==> src/rtl/divide_sequencer.sv <==
// rtl/divide_sequencer.sv - Multi-cycle restoring divider for DIV/DIVU/REM/REMU with flush and async reset.
module divide_sequencer #(
    parameter int WIDTH = 32
) (
    input  logic             CLK,
    input  logic             RESET_N,
    input  logic             START,
    input  logic [4:0]       SELECT,
    input  logic [WIDTH-1:0] DATA1,
    input  logic [WIDTH-1:0] DATA2,
    input  logic             FLUSH,
    output logic             BUSY,
    output logic             VALID,
    output logic [WIDTH-1:0] RESULT
);

    typedef enum logic [1:0] {IDLE, CALC, DONE} state_t;

    state_t           state;
    logic [5:0]       count;
    logic             op_rem;
    logic             neg_q;
    logic             neg_r;
    logic [WIDTH-1:0] dvd;
    logic [WIDTH-1:0] dvs;
    logic [WIDTH-1:0] rem;

    logic             accept;
    logic             is_signed;
    logic             is_rem;
    logic             a_neg;
    logic             b_neg;
    logic [WIDTH-1:0] a_mag;
    logic [WIDTH-1:0] b_mag;
    logic             div_zero;
    logic             overflow;
    logic [WIDTH:0]   shifted;
    logic [WIDTH:0]   diff;
    logic             no_borrow;
    logic [WIDTH-1:0] q_fix;
    logic [WIDTH-1:0] r_fix;

    localparam logic [WIDTH-1:0] MIN_NEG = {1'b1, {(WIDTH-1){1'b0}}};

    always_comb begin
        accept    = START && (SELECT[4:2] == 3'b011);
        is_signed = ~SELECT[0];
        is_rem    = SELECT[1];
        a_neg     = is_signed & DATA1[WIDTH-1];
        b_neg     = is_signed & DATA2[WIDTH-1];
        a_mag     = a_neg ? (~DATA1 + 1'b1) : DATA1;
        b_mag     = b_neg ? (~DATA2 + 1'b1) : DATA2;
        div_zero  = (DATA2 == '0);
        overflow  = is_signed && (DATA1 == MIN_NEG) && (DATA2 == '1);
        // Partial remainder is always below 2*divisor, so bit WIDTH of diff is a clean borrow flag.
        shifted   = {rem, dvd[WIDTH-1]};
        diff      = shifted - {1'b0, dvs};
        no_borrow = ~diff[WIDTH];
        q_fix     = neg_q ? (~dvd + 1'b1) : dvd;
        r_fix     = neg_r ? (~rem + 1'b1) : rem;
    end

    always_ff @(posedge CLK or negedge RESET_N) begin
        if (!RESET_N) begin
            state  <= IDLE;
            count  <= '0;
            op_rem <= 1'b0;
            neg_q  <= 1'b0;
            neg_r  <= 1'b0;
            dvd    <= '0;
            dvs    <= '0;
            rem    <= '0;
            BUSY   <= 1'b0;
            VALID  <= 1'b0;
            RESULT <= '0;
        end else if (FLUSH) begin
            state <= IDLE;
            BUSY  <= 1'b0;
            VALID <= 1'b0;
        end else begin
            case (state)
                IDLE: begin
                    VALID <= 1'b0;
                    if (accept) begin
                        op_rem <= is_rem;
                        neg_q  <= a_neg ^ b_neg;
                        neg_r  <= a_neg;
                        dvd    <= a_mag;
                        dvs    <= b_mag;
                        rem    <= '0;
                        count  <= '0;
                        BUSY   <= 1'b1;
                        if (div_zero) begin
                            state  <= DONE;
                            VALID  <= 1'b1;
                            RESULT <= is_rem ? DATA1 : '1;
                        end else if (overflow) begin
                            state  <= DONE;
                            VALID  <= 1'b1;
                            RESULT <= is_rem ? '0 : MIN_NEG;
                        end else begin
                            state <= CALC;
                        end
                    end
                end
                CALC: begin
                    // Steps run at count 0..WIDTH-1; the extra cycle applies the sign fix from registers.
                    if (count == 6'(WIDTH)) begin
                        state  <= DONE;
                        VALID  <= 1'b1;
                        RESULT <= op_rem ? r_fix : q_fix;
                    end else begin
                        rem   <= no_borrow ? diff[WIDTH-1:0] : shifted[WIDTH-1:0];
                        dvd   <= {dvd[WIDTH-2:0], no_borrow};
                        count <= count + 6'd1;
                    end
                end
                default: begin
                    state <= IDLE;
                    BUSY  <= 1'b0;
                    VALID <= 1'b0;
                end
            endcase
        end
    end

endmodule

==> config.mk <==
export PLATFORM = sky130hd
export DESIGN_NAME = divide_sequencer
export DESIGN_NICKNAME = d
export VERILOG_FILES = /design/src/rtl/divide_sequencer.sv
export SDC_FILE = /design/constraint.sdc
export NUM_CORES = 1
export LEC_CHECK = 0
export CORE_MARGIN = 2
export CORE_UTILIZATION = 35
export DETAILED_ROUTE_END_ITERATION = 8
export HOLD_SLACK_MARGIN = 0.03
export PLACE_DENSITY = 0.56
export REMOVE_ABC_BUFFERS = 1
export SYNTH_ARGS = -nofsm -noshare
export SYNTH_HDL_FRONTEND = slang
export SYNTH_SLANG_ARGS = --single-unit
==> constraint.sdc <==
create_clock -name CLK -period 5.4 [get_ports CLK]
set_clock_uncertainty 0.1 [all_clocks]
set_input_delay 0.54 -clock CLK [delete_from_list [all_inputs] [get_ports CLK]]
set_output_delay 0.54 -clock CLK [all_outputs]
set_load 0.05 [all_outputs]
Word level (Yosys, flattened, before mapping)
Cells that the tools add are included.
{ "classes": {"bitwise": 10, "n_eq_ne": 12, "n_mux": 37, "n_addsub": 6, "n_reduce_logical": 11} }
{ "op_table": {"columns": ["operator", "count"], "rows": [
  ["$mux 32", 16],
  ["$pmux 32 s2", 3],
  ["$add 32x1->32 const B", 4],
  ["$not 32->32", 4],
  ["$eq 32x32->1 const B", 2],
  ["$sub 33x32->33", 1],
  ["$logic_not 32->1", 1],
  ["$mux 6", 2],
  ["$pmux 6 s2", 1],
  ["$mux 2", 5],
  ["$ne 3x3->1 const B", 3],
  ["$ne 2x2->1 const B", 4],
  ["$mux 1", 7],
  ["$add 6x1->6 const B", 1],
  ["$eq 6x6->1 const B", 1],
  ["$reduce_and 5->1", 1],
  ["$pmux 1 s2", 2],
  ["$pmux 2 s2", 1],
  ["$reduce_and 2->1", 2],
  ["$reduce_and 4->1", 1],
  ["$eq 3x2->1 const B", 1],
  ["$logic_and 1x1->1", 3],
  ["$not 1->1", 3],
  ["$reduce_and 3->1", 1],
  ["other kinds (5)", 6]
]} }
{ "word_totals": {"out_inout_bits": 34, "ff_bits": 141, "elab_cells": 87, "inputBits": 73} }

Depth between registers and ports, before layout
{ "logic_depth": {"word_depth": 8, "ltp_mapped": 14, "depth_no_buf": 12} }

Worst setup path after synthesis
No wires, ideal clock.
{ "synth_path": {"kind": "input-to-reg", "start": "in DATA1[1]", "end": "reg RESULT[16]", "cell_stages": 10, "t_arrival_ns": 2.690, "setup_slack_ns": 2.484, "setup_ns": 0.126, "required_ns": 5.174, "path_buffers": 1, "path_cell_list": "inv_1 ha_1 or4b_4 nor3_4 and3_1 and2_2 and4_1 o31ai_2 buf_6 a221o_1"} }
{ "synth_between": {"elab_chain_cells": 5} }
{ "synth_lines": {"columns": ["element", "line", "source"], "rows": [
  ["from (decl)", "9", "input logic [WIDTH-1:0] DATA1,"],
  ["$eq 32x32->1", "54", "overflow = is_signed && (DATA1 == MIN_NEG) && (DATA2 == '1);"],
  ["$logic_and 1x1->1 (2 in a row)", "54", null],
  ["$ne 3x3->1 (no line)", null, null],
  ["$reduce_and 5->1 (no line)", null, null],
  ["to (signal assigned)", "96", "RESULT <= is_rem ? DATA1 : '1;"],
  ["to (signal assigned)", "100", "RESULT <= is_rem ? '0 : MIN_NEG;"],
  ["to (signal assigned)", "111", "RESULT <= op_rem ? r_fix : q_fix;"],
  ["to (decl)", "14", "output logic [WIDTH-1:0] RESULT"]
]} }
No other way between the ends.
A chain may end at the register's enable or synchronous reset.

Worst setup path in the final report
{ "layout_path": {"start": "in DATA2[0]", "end": "reg RESULT[24]"} }
{ "layout_between": {"elab_chain_cells": 4, "elab_cells_between_ends": 8, "classes_between": "eq/ne: 2; mux: 3; reduce/logical: 3"} }
{ "layout_lines": {"columns": ["element", "line", "source"], "rows": [
  ["from (decl)", "10", "input logic [WIDTH-1:0] DATA2,"],
  ["$eq 32x32->1 / $logic_not 32->1 (equally long branches)", "54, 53", null],
  ["$logic_and 1x1->1 / $mux 32 (equally long branches)", "54, 93", null],
  ["$ne 3x3->1 (no line) / $mux 32 (equally long branches)", null, null],
  ["$reduce_and 5->1 (no line) / $pmux 32 s2 (equally long branches)", null, null]
]} }
Parallel ways exist; a longest one is shown, timed or not. The select of a mux whose other input is x is not followed.

==> impl_metrics.env <==
export IMPL_worst_pin_slew_ps=1281
export IMPL_synth_seq_area_share=0.3201
export IMPL_cpLargestDelayFamily="simple AND/OR/NAND/NOR gates"
export IMPL_cpPeakStageDelay_ps=620
export IMPL_drv_slew=0
export IMPL_hold_viol=0
export IMPL_slew_headroom=0.1441
export IMPL_overflow=0
export IMPL_synth_area_per_cell_sq_um=7.840
export IMPL_cp_slowest_cell="nand2_1"
export IMPL_clock_root_buffer="clkbuf_16"
export IMPL_drv_cap=0
export IMPL_vias=10136
export IMPL_setup_tns_ps=0
export IMPL_grt_antenna_before_repair=0
export IMPL_synth_cell_types=72
export IMPL_area_growth_pct=18.21
export IMPL_port_buffers=106
export IMPL_place_congestion=0.8722
export IMPL_critPathLaunch="DATA2[0]"
export IMPL_status="finished, final reports clean"
export IMPL_leakage_nw=5.501
export IMPL_crit_fanout=21
export IMPL_postCtsSetupBuffers=0
export IMPL_synthFlopType="dfrtp_1"
export IMPL_final_common_cell="nand2_1"
export IMPL_ys_ff_latch=141
export IMPL_antenna_left=0
export IMPL_holdBufCountCts=0
export IMPL_dr_pass1_iters=5
export IMPL_dp_hpwl_mm=23.99
export IMPL_ctsResizeCount=0
export IMPL_clk_path_buf_depth=2
export IMPL_final_cells=1879
export IMPL_hp_class="in -> async"
export IMPL_final_setup_viol_count=0
export IMPL_first_global_vias=9751
export IMPL_path_class="in -> reg"
export IMPL_rows=64
export IMPL_cp_arrival_ps=4180
export IMPL_htree_levels=4
export IMPL_nets=1584
export IMPL_drt_iter0_drc=617
export IMPL_numCtsBuffers=17
export IMPL_initial_core_util=0.3575
export IMPL_clock_sinks=141
export IMPL_io_pins=107
export IMPL_placed_cells=1848
export IMPL_cts_tree="yes"
export IMPL_grt_pass1_wl_mm=53.32
export IMPL_core_sq_mm=0.03083
export IMPL_die_w_um=181.5
export IMPL_synth_area_leaders="dfrtp_1 32%, o21ai_0 8.3%, nand2_1 6.9%"
export IMPL_synth_largest_area_cell="dfrtp_1"
export IMPL_most_common_layout_cells="203 x nand2_1, 183 x o21ai_0, 142 x a21oi_1"
export IMPL_antenna_cells=0
export IMPL_finalWirelength_mm=32.69
export IMPL_powerDensity_mw_per_mm2=309.7
export IMPL_rsz0062_at_grt="no"
export IMPL_grt_max_degree=108
export IMPL_fin_crit_sh=0.7272
export IMPL_postSynth_asyncResetShare=1.000
export IMPL_crit_path_end_kind="register"
export IMPL_postSynthCellCount=1406
export IMPL_path_buf_inv=3
export IMPL_clock_latency_ps=440
export IMPL_synth_edf_count=0
export IMPL_wl_per_cell_um=17.40
export IMPL_reg2reg_from="dvd[31]"
export IMPL_die_h_um=181.5
export IMPL_synth_top_area_frac=0.3201
export IMPL_die_area_sq_mm=0.03293
export IMPL_clkTransAtPathRegs_ps=60
export IMPL_synth_cell_area_sq_mm=0.01102
export IMPL_drc=0
export IMPL_ys_warn_count=0
export IMPL_worstPathRequired_ps=5650
export IMPL_grt_usage=0.2015
export IMPL_finalCriticalPeriod_ps=3927
export IMPL_path_cells="clkdlybuf4s50_1, inv_1, ha_1, nor3b_1, and4_1, and2_4, nand3_2, nor4_4, buf_4, nand2_1, o22ai_1, a31oi_1, o21ai_0"
export IMPL_irDropWorstVdd_mv=0.2505
export IMPL_drt_vias_per_instance=5.394
export IMPL_cp_start_kind="input pin"
export IMPL_drive_gt1_frac=0.04922
export IMPL_fmax_mhz=254.6
layer usage:
layer  share of wire  track usage
met1            0.50       0.2925
met5               0            0
met3           0.047      0.02868
met2            0.44       0.3146
met4           0.012      0.05041
Yosys cell counts, types with 3 or more instances:
| cell type | number |
|---|---|
| ha_1 | 39 |
| nor2_1 | 99 |
| nor3_1 | 20 |
| or2_2 | 5 |
| o22ai_1 | 5 |
| buf_1 | 8 |
| nor3_2 | 3 |
| a21oi_1 | 142 |
| mux2i_1 | 31 |
| and4_1 | 3 |
| a41oi_1 | 3 |
| nor4_1 | 11 |
| o31ai_1 | 18 |
| or4_1 | 15 |
| a31oi_1 | 7 |
| clkbuf_1 | 54 |
| nand4_1 | 15 |
| or3_1 | 21 |
| a221o_1 | 5 |
| o41ai_1 | 11 |
| nand2b_1 | 9 |
| o21ai_0 | 183 |
| buf_6 | 4 |
| xnor2_1 | 77 |
| o31a_1 | 3 |
| o21ai_1 | 5 |
| a21o_1 | 15 |
| o21a_1 | 10 |
| nand2_1 | 203 |
| xor2_1 | 68 |
| o221ai_1 | 3 |
| o211ai_1 | 10 |
| inv_1 | 65 |
| buf_2 | 5 |
| and3_1 | 9 |
| nor2b_1 | 8 |
| dfrtp_1 | 141 |
| nand3_1 | 16 |
| and2_1 | 4 |
| a211oi_1 | 10 |
| o2111a_1 | 3 |
per-stage QoR:
| step | setup slack (ps) | util | power, mW | instance area, sq um | hold slack [ps] |
|---|---|---|---|---|---|
| floorplan | -144.3 | - | 2.309 | 10710 | 144.4 |
| global placement | 1163 | 0.4018 | 2.725 | 12390 | 361.8 |
| detailed placement | 1076 | 0.4018 | 2.735 | 12390 | 370.1 |
| CTS | 1519 | 0.4226 | 4.044 | 13030 | 212.7 |
| global route | 1044 | 0.4226 | 4.301 | 13030 | 244.3 |
| finish | 1473 | 0.4226 | 4.035 | 13030 | 131.3 |
area by class of cell:
| type | count | area (sq um) |
|---|---|---|
| tap | 396 | 495.5 |
| clock inverter | 10 | 161.4 |
| fill | 3113 | 17800 |
| timing repair buffer | 119 | 1160 |
| sequential | 141 | 3528 |
| multi-input combinational | 1127 | 6960 |
| inverter | 65 | 244.0 |
| clock buffer | 21 | 480.5 |
flip-flops by register name (all words and copies together), names as in the netlist:
register  flops
dvd          32
neg_q         1
count         6
state         2
rem          32
BUSY          1
VALID         1
neg_r         1
dvs          32
RESULT       32
op_rem        1
path summary, 6_finish.rpt:
check / depth (start not counted) / slack [ps] / to
worst max-delay path: 13 / 1470 / RESULT[24]
worst min-delay path: 1 / 130 / dvd[28]
worst max register to register: 13 / 1700 / rem[17]
worst min register to register: 2 / 370 / dvs[18]
max in group asynchronous: 2 / 3920 / dvd[13]
min in group CLK: 2 / 370 / dvs[18]
cells by family after synthesis:
logic type	share of synthesized area
AO/OA/AOI/OAI	0.2429
XOR/XNOR	0.1152
adder cells (fa/ha/maj)	0.04608
buffers and inverters	0.05074
flip-flops	0.3201
multiplexers	0.02815
AND/OR/NAND/NOR	0.1968
where the power goes:
group	total (mW)	switching, mW	leakage (nW)	internal (mW)
Sequential	1.42	0.215	1.87	1.20
Combinational	1.32	0.769	3.32	0.548
Clock	1.30	0.481	0.307	0.819
(Power assumes the default switching activity.)
==> patch (same flow settings) <==
Make the reset (`RESET_N`) synchronous in one clocked block. Comments in the files are not updated.
--- a/src/rtl/divide_sequencer.sv
+++ b/src/rtl/divide_sequencer.sv
@@ -62,3 +62,3 @@
 
-    always_ff @(posedge CLK or negedge RESET_N) begin
+    always_ff @(posedge CLK) begin
         if (!RESET_N) begin
Function: differs if RESET_N is asserted again (counterexample within 4 cycles, from zero or initial values and one cycle with RESET_N low); with RESET_N held inactive, the same outputs for 4 cycles.
==> patch against the unedited design <==
- routed wire length is 9.8% higher
- final area shrank 1.7%
- global-route usage rose by 1.7 points
- area after synthesis down 1.9%
- sequential cell count unchanged
- setup slack lost 0.11 ns
- highest routed layer unchanged
Power is not compared: it rests on default switching activity, and its combinational part moved more than twofold at a synthesized area within 25%.
==> patch: results (changes against the unedited design) <==
* Status: finished, final reports clean (unchanged)
* Multi-input gate count at 1168 (was 1127)
* Synth Area in XOR/XNOR at 11.3% (was 11.5%)
* Top cells by area, synth: dfxtp_1 (26%), xnor2_1 (6.5%), o21ai_0 (5.6%) (was dfrtp_1 (32%), o21ai_0 (8.3%), nand2_1 (6.9%))
* Core Util, Final at 42.0% (was 42.3%)
* Hold WC Path Type: flip-flop to flip-flop (was primary input to asynchronous set/reset pin)
* FFs w/ async S/R, synth at 0% (was 100%)
* R2r setup slk at 1.77 ns (was 1.70 ns)
* Top delay family on crit path: compound AO/OA/AOI/OAI gates (was simple AND/OR/NAND/NOR gates)
* Seq/Total Area, Yosys at 26.1% (was 32.0%)
* First-pass GRT wire length at 57.0 mm (was 53.3 mm)
* Worst Path Max Fanout at 26 (was 21)
* Post-Place Setup Slack at 1.02 ns (was 1.08 ns)
* Proportion of layout cells with a drive suffix above 1 at 5.30% (was 4.92%)
* Signal inverters at 63 (was 65)
* WL met2 at 16.2 mm (was 14.4 mm)
* Non-clock buffer share at 9.44% (was 8.90%)
* Vias in the first global route at 10200 (was 9751)
* Reg2Reg Capture Point: rem[17]$_SDFFE_PN0P_ (was rem[17]$_DFFE_PN0P_)
* WL met3 at 1.95 mm (was 1.53 mm)
* Placed insts at 1892 (was 1848)
* Dominant synthesized flop cell: dfxtp_1 (was dfrtp_1)
* Routed Wire Length at 35.9 mm (was 32.7 mm)
* Non-clk bufs at 124 (was 119)
* Crit path max-delay cell type: a21boi_4 (was nand2_1)
* Worst path arrival time at 4.28 ns (was 4.18 ns)
* Syn Area/Cell at 7.36 um^2 (was 7.84 um^2)
* DRT iter0 DRCs at 860 (was 617)
* Adder-cell share of the synthesized area at 4.70% (was 4.61%)
* Critical R2R Launch: dvd[31]$_SDFFE_PN0P_ (was dvd[31]$_DFFE_PN0P_)
* Total track usage at 21.8% (was 20.2%)
* Nets at 1628 (was 1584)
* DR vias/cell at 5.74 (was 5.39)
==> patch: worst min path at each step <==
| stage | startpoint | to | slack, ns |
|---|---|---|---|
| after detailed placement | dvs[26]$_SDFFE_PN0P_ | dvs[26]$_SDFFE_PN0P_ | 0.35 |
| after CTS | dvs[16]$_SDFFE_PN0P_ | dvs[16]$_SDFFE_PN0P_ | 0.36 |
| after floorplan | dvs[16]$_SDFFE_PN0P_ | dvs[16]$_SDFFE_PN0P_ | 0.33 |
| after global placement | dvs[26]$_SDFFE_PN0P_ | dvs[26]$_SDFFE_PN0P_ | 0.34 |
| final | dvs[16]$_SDFFE_PN0P_ | dvs[16]$_SDFFE_PN0P_ | 0.35 |
| after global routing | dvs[18]$_SDFFE_PN0P_ | dvs[18]$_SDFFE_PN0P_ | 0.38 |
==> patch: routing by layer <==
metal	up-vias	global-route usage [%]
met3	46	3.61
met1	5223	29.9
met5	-	0
li1	5438	-
met2	331	34.7
met4	0	7.28
